--- src/rtl/led_frame_ctrl.sv ---
// 4x4 LED matrix frame controller: two-port round-robin writes into a back buffer,
// frame-synchronous commit to a front buffer, and row scan with dead time and per-column PWM.
module led_frame_ctrl #(
  parameter int unsigned PRESCALE    = 16,
  parameter int unsigned DEAD_CYCLES = 8
) (
  input  logic       clk,
  input  logic       rst,
  input  logic       enable,
  input  logic       wr0_valid,
  input  logic [3:0] wr0_addr,
  input  logic [7:0] wr0_data,
  output logic       wr0_ready,
  input  logic       wr1_valid,
  input  logic [3:0] wr1_addr,
  input  logic [7:0] wr1_data,
  output logic       wr1_ready,
  input  logic       commit,
  output logic       commit_pending,
  output logic       frame_start,
  output logic [3:0] aled,
  output logic [3:0] kled_tri
);

  localparam int unsigned CMAX = (PRESCALE > DEAD_CYCLES) ? PRESCALE : DEAD_CYCLES;
  localparam int unsigned CW   = $clog2(CMAX + 1);
  localparam logic [CW-1:0] DEAD_LAST = CW'(DEAD_CYCLES - 1);
  localparam logic [CW-1:0] PS_LAST   = CW'(PRESCALE - 1);

  // S_PARK is row 0 dead time held at frame start; leaving it is a frame boundary.
  typedef enum logic [1:0] {
    S_PARK,
    S_DEAD,
    S_ON
  } state_e;

  state_e        state_q, state_d;
  logic [1:0]    row_q, row_d;
  logic [CW-1:0] cnt_q, cnt_d;
  logic [7:0]    step_q, step_d;
  logic          boundary;

  logic [7:0] front_q [16];
  logic [7:0] front_d [16];
  logic [7:0] back_q  [16];
  logic [7:0] back_d  [16];

  logic       rr_q, rr_d;
  logic       pend_q, pend_d;
  logic       fs_q, fs_d;
  logic [3:0] aled_q, aled_d;
  logic [3:0] kled_q, kled_d;
  logic       gnt0, gnt1, copy;

  // Scan sequencer.
  always_comb begin
    state_d  = state_q;
    row_d    = row_q;
    cnt_d    = cnt_q;
    step_d   = step_q;
    boundary = 1'b0;
    if (!enable) begin
      state_d  = S_PARK;
      row_d    = '0;
      cnt_d    = '0;
      step_d   = '0;
      boundary = 1'b1;
    end else begin
      unique case (state_q)
        S_PARK: begin
          state_d  = S_DEAD;
          row_d    = '0;
          cnt_d    = '0;
          step_d   = '0;
          boundary = 1'b1;
        end
        S_DEAD: begin
          if (cnt_q == DEAD_LAST) begin
            state_d = S_ON;
            cnt_d   = '0;
            step_d  = '0;
          end else begin
            cnt_d = cnt_q + CW'(1);
          end
        end
        S_ON: begin
          if (cnt_q == PS_LAST) begin
            cnt_d = '0;
            if (step_q == 8'hFF) begin
              state_d  = S_DEAD;
              row_d    = row_q + 2'd1;
              step_d   = '0;
              boundary = (row_q == 2'd3);
            end else begin
              step_d = step_q + 8'd1;
            end
          end else begin
            cnt_d = cnt_q + CW'(1);
          end
        end
        default: state_d = S_PARK;
      endcase
    end
  end

  // Matrix drive, registered from the current scan position.
  always_comb begin
    aled_d = '0;
    kled_d = '0;
    if (state_q == S_ON) begin
      aled_d[row_q] = 1'b1;
      for (int unsigned c = 0; c < 4; c++) begin
        kled_d[c] = step_q < front_q[{row_q, 2'(c)}];
      end
    end
    fs_d = boundary & enable;
  end

  // Arbiter, commit and buffers.
  always_comb begin
    gnt0   = wr0_valid & (~wr1_valid | ~rr_q);
    gnt1   = wr1_valid & (~wr0_valid | rr_q);
    rr_d   = rr_q;
    if (gnt0) rr_d = 1'b1;
    if (gnt1) rr_d = 1'b0;
    copy   = boundary & (pend_q | commit);
    pend_d = copy ? 1'b0 : (pend_q | commit);
    back_d = back_q;
    if (gnt0) back_d[wr0_addr] = wr0_data;
    if (gnt1) back_d[wr1_addr] = wr1_data;
    // Copy from back_q so a same-cycle write reaches only the back buffer.
    front_d = copy ? back_q : front_q;
  end

  always_ff @(posedge clk or negedge rst) begin
    if (!rst) begin
      state_q <= S_PARK;
      row_q   <= '0;
      cnt_q   <= '0;
      step_q  <= '0;
      rr_q    <= 1'b0;
      pend_q  <= 1'b0;
      fs_q    <= 1'b0;
      aled_q  <= '0;
      kled_q  <= '0;
      front_q <= '{default: '0};
      back_q  <= '{default: '0};
    end else begin
      state_q <= state_d;
      row_q   <= row_d;
      cnt_q   <= cnt_d;
      step_q  <= step_d;
      rr_q    <= rr_d;
      pend_q  <= pend_d;
      fs_q    <= fs_d;
      aled_q  <= aled_d;
      kled_q  <= kled_d;
      front_q <= front_d;
      back_q  <= back_d;
    end
  end

  assign wr0_ready      = gnt0;
  assign wr1_ready      = gnt1;
  assign commit_pending = pend_q;
  assign frame_start    = fs_q;
  assign aled           = aled_q;
  assign kled_tri       = kled_q;

endmodule

--- config.mk ---
export PLATFORM = sky130hd
export DESIGN_NAME = led_frame_ctrl
export DESIGN_NICKNAME = d
export VERILOG_FILES = /design/src/rtl/led_frame_ctrl.sv
export SDC_FILE = /design/constraint.sdc
export NUM_CORES = 1
export LEC_CHECK = 0
export CAP_MARGIN = 25
export CELL_PAD_IN_SITES_DETAIL_PLACEMENT = 1
export CELL_PAD_IN_SITES_GLOBAL_PLACEMENT = 1
export CORE_MARGIN = 1
export CORE_UTILIZATION = 52
export DETAILED_ROUTE_END_ITERATION = 8
export GPL_TIMING_DRIVEN = 0
export PLACE_DENSITY_LB_ADDON = 0.1
export SYNTH_ARGS = -nofsm -noshare
export SYNTH_HDL_FRONTEND = slang
export SYNTH_SLANG_ARGS = --single-unit
--- constraint.sdc ---
create_clock -name clk -period 3.5 [get_ports clk]
set_clock_uncertainty 0.05 [all_clocks]
set_input_delay 1.05 -clock clk [delete_from_list [all_inputs] [get_ports clk]]
set_output_delay 1.05 -clock clk [all_outputs]
set_load 0.1 [all_outputs]
==> results_dict.tcl <==
set metrics [dict create \
    critPathKind "input pin to output pin" \
    power.leakage_nw 7.48 \
    netSwitchingFraction_pct 31.6 \
    fin_util_pct 60.2 \
    finalNonFillerCells 1609 \
    crit_end "wr1_ready" \
    clock-sinks 284 \
    io_buffers 32 \
    drc 0 \
    ioPinCount 42 \
    syn_inst 1137 \
    hp-class "input pin to async pin" \
    start_kind "input pin" \
    place_ws_ps -1120 \
    areaGrowthSynthToFinish_pct 13.2 \
    clockBufferDepth 3 \
    finalMaxSlewViolations 0 \
    netlist_top_cells_area "dfrtp_1 48%, mux2_4 12%, mux2_2 6.8%" \
    num-nets-final 1276 \
    comb_power_share_pct 32.0 \
    fillers 2730 \
    r2r_cells 9 \
    hold_violations 0 \
    clkSlewWorstSetupHoldPaths_ps 60 \
    reg2reg_slack_ps 130 \
    cap_violations 0 \
    crit_required_ps 2400 \
    avgViaCountPerCell 6.35 \
    postRouteAntennaNets 0 \
    cts_setup_buffers 0 \
    peakVddDrop_uv 431 \
    yosysWarnings 0 \
    power_mw 12.9 \
    cts_hold_buf 0 \
    timing.rr.start "row_q[1]$_DFFE_PN0P_" \
    cts.htree.levels 2 \
    dieArea_um2 29100 \
    synth_top_area_cell "dfrtp_1" \
    die_x_um 171 \
    overflow 0 \
    syn_area_um2 14800 \
    min_period_over_period_pct 98.7 \
    power.density_nw_per_um2 770 \
    ys_seq_area_share_pct 48.0 \
    dp.cells 1549 \
    fp.dieH_um 171 \
    worstPathMaxFanout 6 \
    yosysTopAreaCellShare_pct 48.0 \
    cp.arrival_ps 2360 \
    async_flop_share_pct 100 \
    status "finished, final reports clean" \
    grt_setup_unrepaired "no" \
    crit_start "wr0_valid" \
    row_count 61 \
    hpwl_um 32400 \
    gp_congestion 0.840 \
    synth.avg_cell_area_um2 13.0 \
    fin_ws_ps 44.0 \
    seqPwrFrac_pct 41.4 \
    synth_enable_flop_cells 0 \
    vias 10200 \
    worst_pin_slew_ps 1170 \
    synth_ff_type "dfrtp_1" \
    end_kind "output pin" \
    mostFrequentLayoutCell "dfrtp_1" \
    grt_usage_pct 33.9 \
    regToRegEndpoint "kled_tri[1]$_DFF_PN0_" \
    core_um2 27900 \
    cts_tree "done" \
    antenna_found_initial 0 \
    grt_pass1_vias 10800 \
    min_period_ps 3460 \
    ys_types 56 \
    synth_seq_cells 284 \
    cts_buffers 34 \
    root_buffer "clkbuf_16" \
    initial_core_util_pct 53.1 \
    p_int_mw 8.82 \
    clk_latency_ps 530 \
    slew_headroom_pct 22.0 \
    wire_per_inst_um 29.1 \
    wirelength_um 46900 \
    synthesis.nets 1207 \
    clock_power_share_pct 26.6 \
    fmax_ghz 0.289 \
    drt_iter0_markers 946 \
    grt_pass1_wl_um 71100 \
    drive_above_1_share_pct 28.9 \
    finalSetupViolations 0 \
    grt_max_degree 121 \
    n_antenna_cell 0 \
    layout_common_cells "284 x dfrtp_1, 120 x mux2_4, 89 x mux2_2" \
    drt_pre_antenna_iters 5 \
    p_sw_mw 4.09 \
]
## cell type report
type / count / area, um2 / share of cell area [%]
inverters: 40 / 150 / 0.896
flip-flops and latches: 284 / 7110 / 42.4
plain buffers: 83 / 547 / 3.26
well taps: 378 / 473 / 2.82
clock buffers: 47 / 960 / 5.73
multi-input cells: 729 / 7010 / 41.8
clock inverters: 14 / 116 / 0.694
repair buffers: 34 / 393 / 2.34
## through the flow
| step | hold slack (ps) | TNS [ps] | area (um2) |
|---|---|---|---|
| floorplan | 416 | 0 | 14800 |
| global placement | 432 | -3206510 | 15600 |
| detailed placement | 438 | -1870 | 15700 |
| CTS | 448 | 0 | 16700 |
| global route | 459 | 0 | 16800 |
| finish | 413 | 0 | 16800 |
## synthesized netlist by cell type, types with 6 or more instances
library cell	instances
nand4_2	7
nor2b_1	8
buf_2	12
nor3_1	60
a22oi_1	11
buf_12	11
ha_1	40
dfrtp_1	284
mux2_2	89
mux2i_1	34
a21oi_1	68
nor3b_1	8
mux2_4	120
o211ai_1	6
o2bb2ai_1	47
a2bb2oi_1	30
or2_2	9
nor2_1	12
clkbuf_1	49
inv_1	38
mux4_2	32
buf_1	6
nand3_1	10
and2_1	6
nand4_1	13
nand2_1	45
o21ai_0	20
## registers in the layout, summed over array words and instances, names as in the netlist
register	flops
state_q	2
kled_tri	4
rr_q	1
front_q	128
commit_pending	1
back_q	128
aled	4
cnt_q	5
step_q	8
frame_start	1
row_q	2
## worst min path at each step
stage,startpoint,endpoint,slack [ps]
finish,rst,cnt_q[2]$_DFFE_PN0N_,410
global route,front_q[23]$_DFFE_PN0P_,front_q[23]$_DFFE_PN0P_,460
CTS,back_q[94]$_DFF_PN0_,front_q[94]$_DFFE_PN0P_,450
detailed placement,front_q[23]$_DFFE_PN0P_,front_q[23]$_DFFE_PN0P_,440
global placement,front_q[47]$_DFFE_PN0P_,front_q[47]$_DFFE_PN0P_,430
floorplan,cnt_q[1]$_DFFE_PN0N_,cnt_q[1]$_DFFE_PN0N_,420
## power by group through the flow
stage                     sequential, mW  clock (mW)  combinational [mW]
after floorplan                     5.14           0                3.04
after global placement              5.30           0                3.94
after detailed placement            5.35           0                4.08
after CTS                           5.32        3.49                4.12
after global routing                5.44        3.60                4.41
final                               5.34        3.44                4.13
## per-layer routing
layer / vias up / wire length (um) / track usage [%]
met3: 77 / 3350 / 5.99
met5: - / 0 / 0
met2: 376 / 21700 / 53.4
li1: 4372 / - / -
met1: 5397 / 20600 / 48.0
met4: 0 / 1220 / 9.83
## critical path, cell delays in order
cell	delay (ps)
clkdlybuf4s50_1	440
nand2b_1	180
and2_1	150
clkdlybuf4s18_2	540
## repair_timing
item,4_1_cts,5_1_grt
gates resized for setup,15,3
pin swaps,1,1
endpoints found under the setup margin,5,2
gates cloned,0,0
## logic make-up (layout without fill, tap and decap cells)
logic type | Yosys count | count (layout) | share of synthesized area, %
and+or+nand+nor | 212 | 212 | 8.25
muxes | 275 | 275 | 26.1
buffers and inverters | 124 | 218 | 4.68
AOI/OAI and AO/OA | 202 | 202 | 9.55
DFF | 284 | 284 | 48.0
adders and majority gates | 40 | 40 | 3.38
No activity file was read; power rests on OpenSTA's default activity.
